[src/rtl/rv_pkg.sv]
// Shared core definitions: datapath width, the decode bubble instruction and
// the fetch queue's {pc, instr} pairing.
package rv_pkg;

  localparam int XLEN = 32;

  localparam logic [31:0] NOP_INSTR = 32'h0000_0013;

  typedef struct packed {
    logic [XLEN-1:0] pc;
    logic [31:0]     instr;
  } fetch_entry_t;

endpackage

[src/rtl/fetch_buf.sv]
// Slot storage for the fetch queue: allocate writes the PC, fill writes the
// instruction, and the read port exposes the head slot.
module fetch_buf
  import rv_pkg::*;
#(
  parameter int XLEN  = rv_pkg::XLEN,
  parameter int DEPTH = 4
) (
  input  logic                     clk,
  input  logic                     reset_n,
  input  logic                     alloc_en,
  input  logic [$clog2(DEPTH)-1:0] alloc_idx,
  input  logic [XLEN-1:0]          alloc_pc,
  input  logic                     fill_en,
  input  logic [$clog2(DEPTH)-1:0] fill_idx,
  input  logic [31:0]              fill_instr,
  input  logic [$clog2(DEPTH)-1:0] rd_idx,
  output logic [XLEN-1:0]          rd_pc,
  output logic [31:0]              rd_instr,
  output logic                     rd_filled
);

  logic [XLEN-1:0]  pc_mem    [DEPTH];
  logic [31:0]      instr_mem [DEPTH];
  logic [DEPTH-1:0] filled;

  // Alloc and fill never target the same slot: fill only lands on a slot
  // that was allocated in an earlier cycle.
  always_ff @(posedge clk or negedge reset_n) begin
    if (!reset_n) begin
      for (int i = 0; i < DEPTH; i++) begin
        pc_mem[i]    <= '0;
        instr_mem[i] <= '0;
      end
      filled <= '0;
    end else begin
      if (alloc_en) begin
        pc_mem[alloc_idx] <= alloc_pc;
        filled[alloc_idx] <= 1'b0;
      end
      if (fill_en) begin
        instr_mem[fill_idx] <= fill_instr;
        filled[fill_idx]    <= 1'b1;
      end
    end
  end

  assign rd_pc     = pc_mem[rd_idx];
  assign rd_instr  = instr_mem[rd_idx];
  assign rd_filled = filled[rd_idx];

endmodule

[src/rtl/fetch_queue.sv]
// Instruction fetch stage: issues pc_i to instruction memory, tracks in-order
// responses and hands {pc, instr} to decode; redirects discard stale fetches.
//
// Handshakes: imem request/grant transfers when imem_req_o && imem_gnt_i in
// the same cycle; decode transfers when id_valid_o && id_ready_i in the same
// cycle; neither valid side waits on its ready.
module fetch_queue
  import rv_pkg::*;
#(
  parameter int XLEN  = rv_pkg::XLEN,
  parameter int DEPTH = 4
) (
  input  logic            clk,
  input  logic            reset_n,
  input  logic [XLEN-1:0] pc_i,
  output logic            pc_write_o,
  input  logic            flush_i,
  output logic            imem_req_o,
  output logic [XLEN-1:0] imem_addr_o,
  input  logic            imem_gnt_i,
  input  logic            imem_rvalid_i,
  input  logic [31:0]     imem_rdata_i,
  output logic            id_valid_o,
  input  logic            id_ready_i,
  output logic [XLEN-1:0] id_pc_o,
  output logic [31:0]     id_instr_o
);

  localparam int AW = $clog2(DEPTH);
  localparam int CW = $clog2(DEPTH + 1);

  logic [AW-1:0] alloc_ptr, fill_ptr, rd_ptr;
  logic [CW-1:0] occ, unfilled, drop_cnt;
  logic [CW:0]   inflight, drop_flush;
  logic          grant, pop, fill_en, drop_en, head_filled, rsp_owned;

  // Stale responses still occupy memory-side slots, so they count against room.
  assign inflight    = {1'b0, occ} + {1'b0, drop_cnt};
  assign imem_req_o  = reset_n && !flush_i && (inflight < (CW+1)'(DEPTH));
  assign imem_addr_o = pc_i;
  assign grant       = imem_req_o && imem_gnt_i;
  assign pc_write_o  = grant;

  assign id_valid_o  = !flush_i && (occ != '0) && head_filled;
  assign pop         = id_valid_o && id_ready_i;

  assign rsp_owned   = (drop_cnt != '0) || (unfilled != '0);
  assign drop_en     = imem_rvalid_i && (drop_cnt != '0);
  assign fill_en     = imem_rvalid_i && !flush_i && (drop_cnt == '0) && (unfilled != '0);

  // Everything still unfilled becomes stale; a response landing now is dropped.
  assign drop_flush  = {1'b0, drop_cnt} + {1'b0, unfilled}
                     - (CW+1)'(imem_rvalid_i && rsp_owned);

  always_ff @(posedge clk or negedge reset_n) begin
    if (!reset_n) begin
      alloc_ptr <= '0;
      fill_ptr  <= '0;
      rd_ptr    <= '0;
      occ       <= '0;
      unfilled  <= '0;
      drop_cnt  <= '0;
    end else if (flush_i) begin
      fill_ptr  <= alloc_ptr;
      rd_ptr    <= alloc_ptr;
      occ       <= '0;
      unfilled  <= '0;
      drop_cnt  <= drop_flush[CW-1:0];
    end else begin
      alloc_ptr <= alloc_ptr + AW'(grant);
      fill_ptr  <= fill_ptr + AW'(fill_en);
      rd_ptr    <= rd_ptr + AW'(pop);
      occ       <= occ + CW'(grant) - CW'(pop);
      unfilled  <= unfilled + CW'(grant) - CW'(fill_en);
      drop_cnt  <= drop_cnt - CW'(drop_en);
    end
  end

  fetch_buf #(
    .XLEN  (XLEN),
    .DEPTH (DEPTH)
  ) u_buf (
    .clk        (clk),
    .reset_n    (reset_n),
    .alloc_en   (grant),
    .alloc_idx  (alloc_ptr),
    .alloc_pc   (pc_i),
    .fill_en    (fill_en),
    .fill_idx   (fill_ptr),
    .fill_instr (imem_rdata_i),
    .rd_idx     (rd_ptr),
    .rd_pc      (id_pc_o),
    .rd_instr   (id_instr_o),
    .rd_filled  (head_filled)
  );

  // A response with nothing outstanding means the memory broke its contract.
  ap_no_orphan_rsp: assert property (@(posedge clk) disable iff (!reset_n)
    imem_rvalid_i |-> rsp_owned);

endmodule

[config.mk]
export PLATFORM = sky130hd
export DESIGN_NAME = fetch_queue
export DESIGN_NICKNAME = d
export VERILOG_FILES = /design/src/rtl/rv_pkg.sv /design/src/rtl/fetch_buf.sv /design/src/rtl/fetch_queue.sv
export SDC_FILE = /design/constraint.sdc
export NUM_CORES = 1
export LEC_CHECK = 0
export BUFFER_PORTS_ARGS = -buffer_cell sky130_fd_sc_hd__buf_2
export CAP_MARGIN = 40
export CORE_MARGIN = 3
export CORE_UTILIZATION = 45
export CTS_CLUSTER_SIZE = 24
export DETAILED_ROUTE_END_ITERATION = 8
export GPL_TIMING_DRIVEN = 0
export PLACE_DENSITY = 0.7
export SKIP_LAST_GASP = 1
export SYNTH_ARGS = -nofsm -noshare
export SYNTH_HDL_FRONTEND = slang
export SYNTH_HIERARCHICAL = 1
export SYNTH_SLANG_ARGS = --single-unit
[constraint.sdc]
create_clock -name clk -period 7.65 [get_ports clk]
set_input_delay 0.3825 -clock clk [delete_from_list [all_inputs] [get_ports clk]]
set_output_delay 0.3825 -clock clk [all_outputs]
set_load 0.005 [all_outputs]
==> summary.md <==
| Metric | Value |
|---|---|
| Part of the Yosys area used for sequential elements | 55.1% |
| Worst-path fanout max | 113 |
| Core region area | 0.0271 sq mm |
| Buffering stage count on the worst path with inverters included | 4 |
| Synth area leader | dfrtp_1 |
| Area share of the largest cell type after synthesis | 55.1% |
| Maximum number of pins on one net before global-route repair | 122 |
| Clk_lat worst skew | 0.55 ns |
| Status | finished clean |
| Area of the multi-input gates | 0.00499 sq mm |
| Number of buffers inserted to repair setup after CTS | 0 |
| Endpoint required time on the critical path | 8.07 ns |
| Proportion of synthesized area in mux cells | 34.9% |
| Ant diodes | 0 |
| Post-synth top flop | dfrtp_1 |
| DRC violation total after the first TritonRoute iteration | 356 |
| # nets final | 1,053 |
| Cell at the root of the clock tree | clkbuf_16 |
| Mean instance size in the synthesized netlist | 16.3 sq um |
| Fraction of the mapped netlist area in compound gates | 0.731% |
| Dpl hpwl | 17,200 um |
| Worst Max-Slew Pin Slew | 0.713 ns |
| Start point of the worst hold path | flush_i |
| Wire length of the first global-routing pass | 41,700 um |
| Most common library cell in the layout ignoring fill and taps | dfrtp_1 |
| Simple-gate portion of the synthesized area | 2.15% |
| Placer Congestion | 0.717 |
| Total clock buffers created by CTS | 30 |
| Post-synthesis instance total | 765 |
| Antenna-violating nets left | 0 |
| Commonest cells after routing, fill and taps aside | 275 x dfrtp_1, 254 x mux2_2, 183 x buf_2, 65 x mux4_2, 49 x buf_4 |
| Fraction of layout instances using a drive strength above 1 | 62.1% |
| Total via count in the routed design | 7,019 |
| Path class of the lowest-slack min-delay path | input port to flop |
| Dominant combinational cell family by area after synthesis | multiplexers |
| Arithmetic-cell share of the synthesized area counting full adders, half adders and majority gates | 1.68% |
| Post-route clock period utilization | 43.7% |
| DR DRC count | 0 |
| Overall die height | 173 um |
| Starting density of the core | 46.1% |
| Relative slew margins | 51.8% |
| Critical Path Max Stage Delay | 0.60 ns |
| Clock tree from TritonCTS | built |
| Crit path max-delay family | buffers and inverters |
| Post-layout minimum cycle time | 3.34 ns |
| Die Outline Area | 0.0298 sq mm |
| Maximum root-to-sink buffer count | 3 |
| Number of flops mapped to enable cells by yosys | 0 |
| Total global routing overflow | 0 |
| P per Cell Area | 313 mW/mm^2 |
| Count of warnings emitted by yosys | 6 |
| Number of fill cells | 2,231 |
| H-tree lvl count | 1 |
| Count of different cell masters after synthesis | 37 |
| Drt wl/cell | 18.7 um |
| Number of hold-slack violations in the final timing report | 0 |
| Number of global-route vias before repair | 7,702 |
| Port bufs | 167 |
| Overall fraction of global-route tracks in use | 17.1% |
| Horiz. Die Dim | 173 um |
| Static leakage power | 7.48 nW |
| Standard-cell row count | 60 |
| Number of top-level pins | 169 |
| Count of final max-slew check failures | 0 |
| # setup viols final | 0 |
| Final routed wirelength across all metal layers | 25,500 um |
| Critical path data arrival time | 3.76 ns |
| Sequential cell area | 0.00688 sq mm |
| Cell types occupying the most area after synthesis | dfrtp_1 55%, mux2_2 23%, mux4_2 12% |
| Clk pin slew, worst setup/hold paths | 0.06 ns |
| First-pass DRT Iterations | 4 |
| Post-Syn Nets | 850 |
| Cell chain of the critical path | dlygate4sd3_1 -> buf_8 -> buf_16 -> and3_1 -> and2_1 -> nor3b_2 -> buf_4 -> mux2_2 |
| CTS-repair resized insts | 0 |
| Sinks on the clock net | 275 |
| RSZ-0062 raised after global routing | false |
| Cell area after synthesis | 0.0125 sq mm |
| Register-to-Register Path Depth | 7 |
| Slowest-stage cell, CP | nor3b_2 |
| Via density per instance | 5.15 |
| Xor-xnor portion of the synthesized cell area | 0.541% |
| Pre-CTS setup slack | 4.30 ns |
| Category of the worst setup path launch point | input port |
| Peak supply drop | 0.000195 V |
| Worst Hold End | unfilled[0] |
| Final worst clock skew | 0.0188 ns |
| Launching point of the worst reg2reg path | occ[2] |
| Growth of design area from synthesis to finish | 18.7% |
| Number of antenna violations at the first check in global routing | 1 |
| Setup slack of the most critical reg-to-reg path | 4.72 ns |
| Flip-flop and latch count after synthesis | 275 |
| Class of the most critical setup path | input port to flop |
| FF-to-FF End | u_buf/pc_mem[125] |
| Max-cap violation count | 0 |
| Critical path capture point type | flop |
| Fmax | 299 MHz |
| Ys async rst share | 100% |
| Total negative slack | 0 ns |
| Instance count along the most critical hold path | 2 |
| Final setup slack of the worst path | 4.31 ns |
[flip-flops by register name, indices dropped and copies added (netlist names)]
register and count:
u_buf/filled 4, drop_cnt 3, u_buf/pc_mem 128, fill_ptr 2
rd_ptr 2, unfilled 3, alloc_ptr 2, occ 3
u_buf/instr_mem 128
[layer usage]
metal | track usage, % | routed length (um)
met5 | 0 | 13
met1 | 23.2 | 11300
met4 | 4.26 | 507
met2 | 28.8 | 12500
met3 | 3.40 | 1210
[worst max path at each step]
stage | depth (start not counted) | startpoint | end | slack (ns)
3_3_place_gp | 6 | reset_n | u_buf/pc_mem[101] | 0.09
5_1_grt | 8 | reset_n | u_buf/pc_mem[98] | 4.06
3_5_place_dp | 7 | reset_n | u_buf/pc_mem[99] | 4.30
4_1_cts | 8 | reset_n | u_buf/pc_mem[99] | 4.27
6_report | 8 | reset_n | u_buf/pc_mem[125] | 4.31
2_1_floorplan | 10 | drop_cnt[2] | unfilled[2] | 4.76
[cell usage after synthesis (all sizes together) (2+ instances only)]
cell type / count
a21oi: 2
a311oi: 2
and2: 4
and3: 3
and3b: 2
buf: 75
dfrtp: 275
fa: 3
ha: 12
inv: 17
mux2: 256
mux4: 65
nand2: 3
nand3: 2
nand3b: 3
nor2: 8
nor2b: 3
nor3: 6
nor3b: 2
o21ai: 7
or3: 2
xnor2: 3
xor2: 2
[kinds of logic (layout without fill, tap and decap cells)]
group	Yosys count	in the layout
and+or+nand+nor	40	40
xor gates and xnor gates	6	6
adders and majority gates	15	15
muxes	322	322
AOI/OAI and AO/OA	15	15
buffers and inverters	92	318
DFF	275	275
[cell type report]
| class | instances | area share (%) |
|---|---|---|
| well taps | 372 | 3.14 |
| flip-flops and latches | 275 | 46.4 |
| clock inverters | 9 | 0.565 |
| repair buffers | 171 | 6.22 |
| multi-input cells | 398 | 33.7 |
| clock buffers | 46 | 5.87 |
| inverters | 17 | 0.430 |
| plain buffers | 75 | 3.74 |
[what timing repair did]
action | in CTS | in global routing
hold buffers | 1 | 0
setup endpoints to repair | 0 | 0
hold endpoints to repair | 42 | 0
[power breakdown]
part           switching [mW]  internal, mW  leakage (nW)
clock                   0.566         0.814         0.469
sequential              0.196          1.83          3.70
combinational           0.507         0.737          3.31
total                    1.27          3.38          7.48
[metrics by stage]
stage / cells / utilization (%) / total power [mW] / instance area, sq um / hold slack [ns]
4_1_cts: 1363 / 54.7 / 4.72 / 14800 / 0.0112
3_5_place_dp: 1307 / 51.2 / 3.32 / 13900 / 0.300
2_1_floorplan: 765 / - / 2.87 / 12500 / 0.0869
5_1_grt: 1363 / 54.7 / 4.92 / 14800 / 0.0234
6_report: 1363 / 54.7 / 4.65 / 14800 / 0.0359
3_3_place_gp: 1304 / 50.9 / 3.27 / 13800 / 0.468
No activity file was read; power rests on OpenSTA's default activity.
